`config.mk`:
```
export PLATFORM = sky130hd
export DESIGN_NAME = rf_write_arbiter
export DESIGN_NICKNAME = d
export VERILOG_FILES = /design/src/rtl/rf_write_arbiter.sv
export SDC_FILE = /design/constraint.sdc
export NUM_CORES = 1
export LEC_CHECK = 0
export CAP_MARGIN = 15
export CORE_UTILIZATION = 29
export CTS_BUF_LIST = sky130_fd_sc_hd__clkbuf_4 sky130_fd_sc_hd__clkbuf_8 sky130_fd_sc_hd__clkbuf_16
export DETAILED_ROUTE_END_ITERATION = 10
export GPL_ROUTABILITY_DRIVEN = 0
export SYNTH_ARGS = -nofsm -noshare
export SYNTH_HDL_FRONTEND = slang
export SYNTH_SLANG_ARGS = --single-unit
```
`constraint.sdc`:
```
create_clock -name clk -period 2.9 [get_ports clk]
set_input_delay 0.29 -clock clk [delete_from_list [all_inputs] [get_ports clk]]
set_output_delay 0.29 -clock clk [all_outputs]
set_load 0.02 [all_outputs]
```
`src/rtl/rf_write_arbiter.sv`:
```
// rf_write_arbiter: shares the register file's single write port between the
// pipeline writeback stage (WB, priority) and a multi-cycle execution unit (MC).
// MC results wait in a 2-entry FIFO; a starvation counter forces an MC slot
// after STARVE_LIMIT consecutive WB grants while MC has a pending entry.
// All rf_* outputs come straight from registers.
module rf_write_arbiter #(
   parameter int WORD_LEN     = 32,
   parameter int ADDR_LEN     = 5,
   parameter int STARVE_LIMIT = 4
) (
   input  logic                clk,
   input  logic                rst,
   input  logic                wb_valid,
   input  logic [ADDR_LEN-1:0] wb_dest,
   input  logic [WORD_LEN-1:0] wb_val,
   output logic                wb_ready,
   input  logic                mc_valid,
   input  logic [ADDR_LEN-1:0] mc_dest,
   input  logic [WORD_LEN-1:0] mc_val,
   output logic                mc_ready,
   output logic                rf_writeEn,
   output logic [ADDR_LEN-1:0] rf_dest,
   output logic [WORD_LEN-1:0] rf_writeVal,
   output logic                grant_src,
   output logic [1:0]          mc_count
);

   typedef enum logic {
      WB_PRI   = 1'b0,
      MC_FORCE = 1'b1
   } state_t;

   localparam logic [2:0] LIMIT = 3'(STARVE_LIMIT);

   // Arbiter state
   state_t        state_q, state_d;
   logic [2:0]    starve_q, starve_d;

   // MC FIFO: two slots addressed by 1-bit read/write pointers
   logic [ADDR_LEN-1:0] fifo_dest_q [2];
   logic [WORD_LEN-1:0] fifo_val_q  [2];
   logic                rd_ptr_q, rd_ptr_d;
   logic                wr_ptr_q, wr_ptr_d;
   logic [1:0]          count_q, count_d;
   logic [ADDR_LEN-1:0] head_dest;
   logic [WORD_LEN-1:0] head_val;

   // Write-out registers
   logic                rf_we_q, rf_we_d;
   logic [ADDR_LEN-1:0] rf_dest_q, rf_dest_d;
   logic [WORD_LEN-1:0] rf_val_q, rf_val_d;
   logic                src_q, src_d;

   // Per-cycle decisions
   logic push;
   logic grant_wb;
   logic grant_mc;

   // Handshakes depend only on reset, state and occupancy, never on the valids.
   assign wb_ready  = !rst && (state_q == WB_PRI);
   assign mc_ready  = !rst && (count_q != 2'd2);
   assign push      = mc_valid && mc_ready;
   assign head_dest = fifo_dest_q[rd_ptr_q];
   assign head_val  = fifo_val_q[rd_ptr_q];

   // Arbitration, starvation counting and next FSM state.
   // NOTE: every signal driven here gets a default first so no path leaves it
   // unassigned; otherwise synthesis infers a latch.
   always_comb begin
      state_d  = state_q;
      starve_d = starve_q;
      grant_wb = 1'b0;
      grant_mc = 1'b0;

      if (!rst) begin
         unique case (state_q)
            WB_PRI: begin
               if (wb_valid) begin
                  grant_wb = 1'b1;
               end else if (count_q != 2'd0) begin
                  grant_mc = 1'b1;
               end
            end
            MC_FORCE: begin
               // Entering MC_FORCE needs a pending entry and nothing pops in
               // that cycle, so the FIFO is never empty here.
               grant_mc = (count_q != 2'd0);
               state_d  = WB_PRI;
            end
            default: state_d = WB_PRI;
         endcase

         if (grant_mc || (count_q == 2'd0)) begin
            starve_d = 3'd0;
         end else if (grant_wb && (starve_q < LIMIT)) begin
            starve_d = starve_q + 3'd1;
            if (starve_q + 3'd1 == LIMIT) begin
               state_d = MC_FORCE;
            end
         end
      end
   end

   // FIFO pointer and occupancy update; a simultaneous pop and push leaves the
   // count unchanged (pop takes the old head, push goes to the tail).
   always_comb begin
      rd_ptr_d = rd_ptr_q ^ grant_mc;
      wr_ptr_d = wr_ptr_q ^ push;
      unique case ({push, grant_mc})
         2'b10:   count_d = count_q + 2'd1;
         2'b01:   count_d = count_q - 2'd1;
         default: count_d = count_q;
      endcase
   end

   // Next write-out value: granted request, with r0 writes consumed but
   // suppressed; with no grant only the enable drops.
   always_comb begin
      rf_we_d   = 1'b0;
      rf_dest_d = rf_dest_q;
      rf_val_d  = rf_val_q;
      src_d     = src_q;
      if (grant_wb) begin
         rf_we_d   = (wb_dest != '0);
         rf_dest_d = wb_dest;
         rf_val_d  = wb_val;
         src_d     = 1'b0;
      end else if (grant_mc) begin
         rf_we_d   = (head_dest != '0);
         rf_dest_d = head_dest;
         rf_val_d  = head_val;
         src_d     = 1'b1;
      end
   end

   // Control and write-out registers with synchronous reset.
   // NOTE: sequential state uses non-blocking assignments so every register
   // samples the pre-edge values regardless of statement order.
   always_ff @(posedge clk) begin
      if (rst) begin
         state_q   <= WB_PRI;
         starve_q  <= 3'd0;
         rd_ptr_q  <= 1'b0;
         wr_ptr_q  <= 1'b0;
         count_q   <= 2'd0;
         rf_we_q   <= 1'b0;
         rf_dest_q <= '0;
         rf_val_q  <= '0;
         src_q     <= 1'b0;
      end else begin
         state_q   <= state_d;
         starve_q  <= starve_d;
         rd_ptr_q  <= rd_ptr_d;
         wr_ptr_q  <= wr_ptr_d;
         count_q   <= count_d;
         rf_we_q   <= rf_we_d;
         rf_dest_q <= rf_dest_d;
         rf_val_q  <= rf_val_d;
         src_q     <= src_d;
      end
   end

   // FIFO payload storage, written on push.
   // NOTE: the payload array is deliberately not reset; the cleared count and
   // pointers already mark every slot empty, so stale contents are never read.
   always_ff @(posedge clk) begin
      if (push) begin
         fifo_dest_q[wr_ptr_q] <= mc_dest;
         fifo_val_q[wr_ptr_q]  <= mc_val;
      end
   end

   assign rf_writeEn  = rf_we_q;
   assign rf_dest     = rf_dest_q;
   assign rf_writeVal = rf_val_q;
   assign grant_src   = src_q;
   assign mc_count    = count_q;

endmodule

```
==> results of run 1 <==
-- worst reg2reg max path: stages (launching register included) --
cell and delay, ns:
dfxtp_1 0.47, or2b_2 0.17, buf_4 0.40, nand2b_2 0.35, buf_4 0.28, o31ai_1 0.25
-- metal layers --
layer	up-vias	global-route usage	wire length, um
li1	1729	-	-
met1	1631	0.1724	5188
met2	95	0.2481	5944
met3	4	0.04630	540
met4	0	0.04264	80
met5	-	0	0
-- per-stage QoR --
stage                       util  worst slack (ns)  power (uW)
final                     0.4292            0.7123        4798
after global routing      0.4292            0.6231        5004
after CTS                 0.4292            0.6929        4855
after detailed placement  0.3920            0.5218        2742
after global placement    0.3920            0.6092        2725
after floorplan                -            0.3338        2412
-- sequential cells by signal, summed over array words and instances (netlist names), 2 cells and up --
register and cells:
mc_count 2, starve_q 3, rf_writeVal 32, fifo_val_q 64, rf_dest 5, fifo_dest_q 10
-- final timing paths --
check,slack (ns),startpoint,cells past startpoint,endpoint
max,0.71,rst,3,mc_ready
min,0.44,wb_val[22],3,rf_writeVal[22]
max reg2reg,0.88,state_q,5,rf_dest[1]
min reg2reg,0.48,grant_src,2,grant_src
-- Yosys cell counts, types with 2 or more instances --
cell and n:
a2111oi_0 27, a2111oi_2 9, a21oi_1 42, buf_2 13
buf_4 6, clkbuf_1 14, dfxtp_1 47, edfxtp_1 74
ha_1 5, inv_1 2, nand2_1 41, nor2_1 10
nor2b_1 37, nor3_1 2, o21ai_0 4, o31ai_1 37
or3_1 2, or4_1 2, xnor2_1 2
-- cells by family (layout without fill, tap and decap cells) --
kind of cell	count (synthesis)	in the layout
compound gates	121	121
xor+xnor	3	3
fa+ha+maj	5	5
buf+inv	36	170
flops	121	121
simple gates	103	103
-- power groups by stage --
stage,logic [uW],clock network [uW],registers [uW]
global placement,699,0,2030
floorplan,336,0,2080
global route,773,2230,2010
detailed placement,714,0,2030
finish,706,2100,1990
CTS,716,2140,1990
-- cell type report --
class	instances	area, um2
tap	216	270.3
fill	1495	9199
multi-input combinational	232	1554
timing repair buffer	136	1321
clock inverter	13	152.6
sequential	121	3164
clock buffer	19	446.7
inverter	2	7.507
==> run metrics, run 1 <==
Yosys warnings 0; Post-CTS Setup Repair Bufs 0; Initial Util 0.3016; RSZ-0062 raised after global routing false; minimum clock period 2.188 ns; Logic pwr share 0.147; maximum clock frequency 0.4571 GHz; critical path required time 2.61 ns; drt initial violations 170; # diodes 0; initial antenna violation count 0; leak pwr 0.002294 uW; clk_lat worst skew 0.40 ns; syn_nets 472; status completed; Switch Pwr 1171 uW; Clock Power Share 0.437; peak supply drop a little under 0.0004 V; final worst path period share 0.7544; final setup TNS 0 ns; GRT Total Usage 0.1448; fin area slightly below 7000 um2; Crit path top cell by count clkdlybuf4s50_1; layout net count 593; Die Y approximately 130 um; Hold-fix buffers, CTS 0; Max stage delay cell, worst path clkdlybuf4s50_1; Setup Skew approximately 0.006 ns; placed cells 707; antenna viol nets, final 0; Synth Flop Type edfxtp_1; Flop pwr share 0.415; Worst Hold Class in -> reg; Die Footprint 17,280 um2; adder-cell share of the synthesized area 0.01287; synth unique cells 32; Post-Syn Area 4861 um2; number of global-route vias before repair 3,700; post-synthesis sequential area ratio 0.6507; post-synth top area share 0.4571; Clk pin slew, worst setup/hold paths 0.05 ns; Cell Count, Final, Fillers Out 739; placed cell area 6317 um2; IO Pins between 100 and 150; Cells after Synth between 300 and 400; max_cap viols 0; WL final 11,750 um; post-DR wirelength/cell approximately 16 um; Crit. End Element output port; Num CTS Buffers 17; top cells by area, synth edfxtp_1 46%, dfxtp_1 19%, o31ai_1 5.7%, a2111oi_0 4.9%, nor2b_1 4.8%; Post-DP HPWL 8064 um; post-synthesis simple-gate area fraction 0.1089; WP buf/inv 2; most frequent cells in the layout 120 x clkdlybuf4s50_1, 74 x edfxtp_1, 46 x dfxtp_1; Mean Syn Cell Area 12.50 um2; final setup fails 0; htree depth 4; core area ~16,000 um2; area delta synth->final 42.29%; crit path DAT approximately 1.9 ns; Startpoint Class input pin; Compound-Gate Fraction of Synth Area 0.1864; EDFF count, synth 74; port bufs 120; DIE WIDTH around 130 um; Post-Synth XOR/XNOR Area 0.005405; # DRC 0; critical path's largest stage delay 0.65 ns; first-pass GRT wire length roughly 19,000 um; share of layout cells above drive strength 1 0.1243; commonest non-fill, non-tap cell in the layout clkdlybuf4s50_1; Crit Path Category in -> out; PostCTS Resize Cnt 0; total gr overflow 0; Synth Register Bits 121; slew margin rel. 0.4260; mux cell area share after synthesis 0; Sw Share 0.2440; largest family of logic cells by synthesized area compound AO/OA/AOI/OAI gates; First-pass DRT Iterations 5; vias per cell 4.681; Pint 3628 uW; asr flop ratio synth 0; power per cell area 693.7 nW/um2; CTS root buf clkbuf_16; CP delay by family, top buffers and inverters; dominant cell type by area after synthesis edfxtp_1; Sinks on Clock Net 121; CP max FO 10; crit path cell chain clkdlybuf4s50_1 > a21oi_1 > clkdlybuf4s50_1; worst hold slack around 0.44 ns; CTS Buffer Depth 2; Final Hold Vio Count 0; CTS tree built; routed vias roughly 3,500; largest net degree at the start of global routing 40; slew at the pin with the worst max-slew slack 0.8592 ns; Std-Cell Rows 46; final slew viol count 0
No activity file was read; power rests on OpenSTA's default activity.
==> inputs of run 2 (changes only) <==
==> constraint.sdc (replaced) <==
create_clock -name clk -period 2.05 [get_ports clk]
set_input_delay 0.205 -clock clk [delete_from_list [all_inputs] [get_ports clk]]
set_output_delay 0.205 -clock clk [all_outputs]
set_load 0.02 [all_outputs]
==> run 2 against run 1 <==
Against the previous run:
- worst setup slack worse by 0.59 ns
- die area unchanged
- sequential share of layout area decreased by 0.88 points
- critical path depth is the same
- first-iteration DRC count fell by 5.9%
- routed wire length is 6.7% higher
- non-clock buffer count up 7
- hold slack worse by 0.087 ns
- combinational power increased by 53%
- via count grew 3.7%
- critical endpoint unchanged
- sequential power is 42% higher
==> run metrics, run 2 (synthesis results as in run 1) <==
placed cell area 6482 um2; largest net degree at the start of global routing 48; CTS tree built; PostCTS Resize Cnt 0; Reg with most FFs fifo_val_q; Max stage delay cell, worst path clkdlybuf4s50_1; port bufs between 100 and 150; peak supply drop 0.0005456 V; maximum clock frequency 0.5178 GHz; max_cap viols 0; Logic pwr share 0.160; most frequent cells in the layout 120 x clkdlybuf4s50_1, 74 x edfxtp_1, 46 x dfxtp_1; CTS Buffer Depth 2; Post-DP HPWL 8344 um; number of global-route vias before repair around 3,800; antenna viol nets, final 0; drt initial violations 160; fin area 7052 um2; CP max FO 4; Tot Pwr 6757 uW; Setup crit start mc_count[0]; final-layout fill cell count 1,476; Sw Share 0.2468; Final Hold Vio Count 0; initial antenna violation count 0; multi-input logic area roughly 1600 um2; Hold-fix buffers, CTS 0; critical path required time 1.85 ns; RSZ-0062 raised after global routing false; post-DR wirelength/cell 16.83 um; # diodes 0; Initial Util 0.3016; max reg flops 64; Crit. End Element output port; # DRC 0; Die Y about 130 um; Post-CTS Setup Repair Bufs 0; First-pass DRT Iterations 4; minimum clock period between 1.5 and 2 ns; R2R Path Start mc_count[1]; Worst Hold Class in -> reg; flip-flop and latch area 3164 um2; Pint 5089 uW; crit path cell chain inv_1 > a21oi_1 > clkdlybuf4s50_1; vias per cell 4.813; DIE WIDTH 131.5 um; slew margin rel. 0.6236; power per cell area 958.2 nW/um2; Hold Crit Start wb_val[13]; Num CTS Buffers 17; placed cells 714; IO Pins 121; Cell Count, Final, Fillers Out around 750; status completed; share of layout cells above drive strength 1 0.1323; Switch Pwr ~1700 uW; leak pwr 0.002354 uW; first-pass GRT wire length 20,170 um; critical path's largest stage delay approximately 0.67 ns; GRT Total Usage 0.1533; htree depth 4; final worst path period share 0.9422; commonest non-fill, non-tap cell in the layout clkdlybuf4s50_1; Crit Path Category reg -> out; Clk pin slew, worst setup/hold paths 0.06 ns; area delta synth->final 45.07%; clk_lat worst skew 0.41 ns; final setup TNS 0 ns; Std-Cell Rows 46; slew at the pin with the worst max-slew slack 0.5504 ns; layout net count 600; crit path DAT 1.73 ns; Sinks on Clock Net 121; CTS root buf clkbuf_16; routed vias ~3,600; core area between 15,000 and 20,000 um2; final slew viol count 0; WL final 12,540 um; Startpoint Class register; Setup Skew 0.007496 ns; Clock Power Share 0.423; Die Footprint 17,280 um2; total gr overflow 0; Flop pwr share 0.417; final setup fails 0; worst hold slack 0.3519 ns
-- run 2: worst max-delay path, delay by kind of cell (launching register included) --
family / cells / cell delay [ns]
compound gates: 1 / 0.21
buf+inv: 2 / 0.73
flops: 1 / 0.38
-- run 2: worst paths after layout --
path / end / slack [ns] / cells after the start
setup / recovery: mc_ready / 0.12 / 3
hold / removal: rf_writeVal[13] / 0.35 / 3
setup reg to reg: mc_count[1] / 0.33 / 6
hold reg to reg: grant_src / 0.47 / 2
-- run 2: cell type report --
| type | count | area share |
|---|---|---|
| Clock buffer | 21 | 0.06636 |
| Timing Repair Buffer | 143 | 0.2108 |
| Clock inverter | 10 | 0.01437 |
| Multi-Input combinational cell | 232 | 0.2204 |
| Tap cell | 216 | 0.03833 |
| Inverter | 2 | 0.001065 |
| Sequential cell | 121 | 0.4487 |
-- run 2: power by group through the flow --
stage,Clock [uW],Sequential [uW],Combinational (uW)
floorplan,0,2940,476
global route,3030,2830,1170
CTS,2930,2820,1090
detailed placement,0,2860,1090
global placement,0,2860,1070
finish,2860,2820,1080
-- run 2: metal layers --
layer  up-vias  GRT usage  part of all wire
li1       1737          -                 -
met1      1742     0.1825              0.45
met2        99     0.2598              0.50
met3         8    0.04591             0.043
met4         0    0.05620            0.0062
met5         -          0                 0
-- run 2: per-stage QoR --
stage	worst slack [ns]	utilization
global placement	0.02179	0.4023
floorplan	-0.1514	-
detailed placement	0.01047	0.4023
finish	0.1186	0.4376
CTS	0.07297	0.4376
global route	0.02537	0.4376
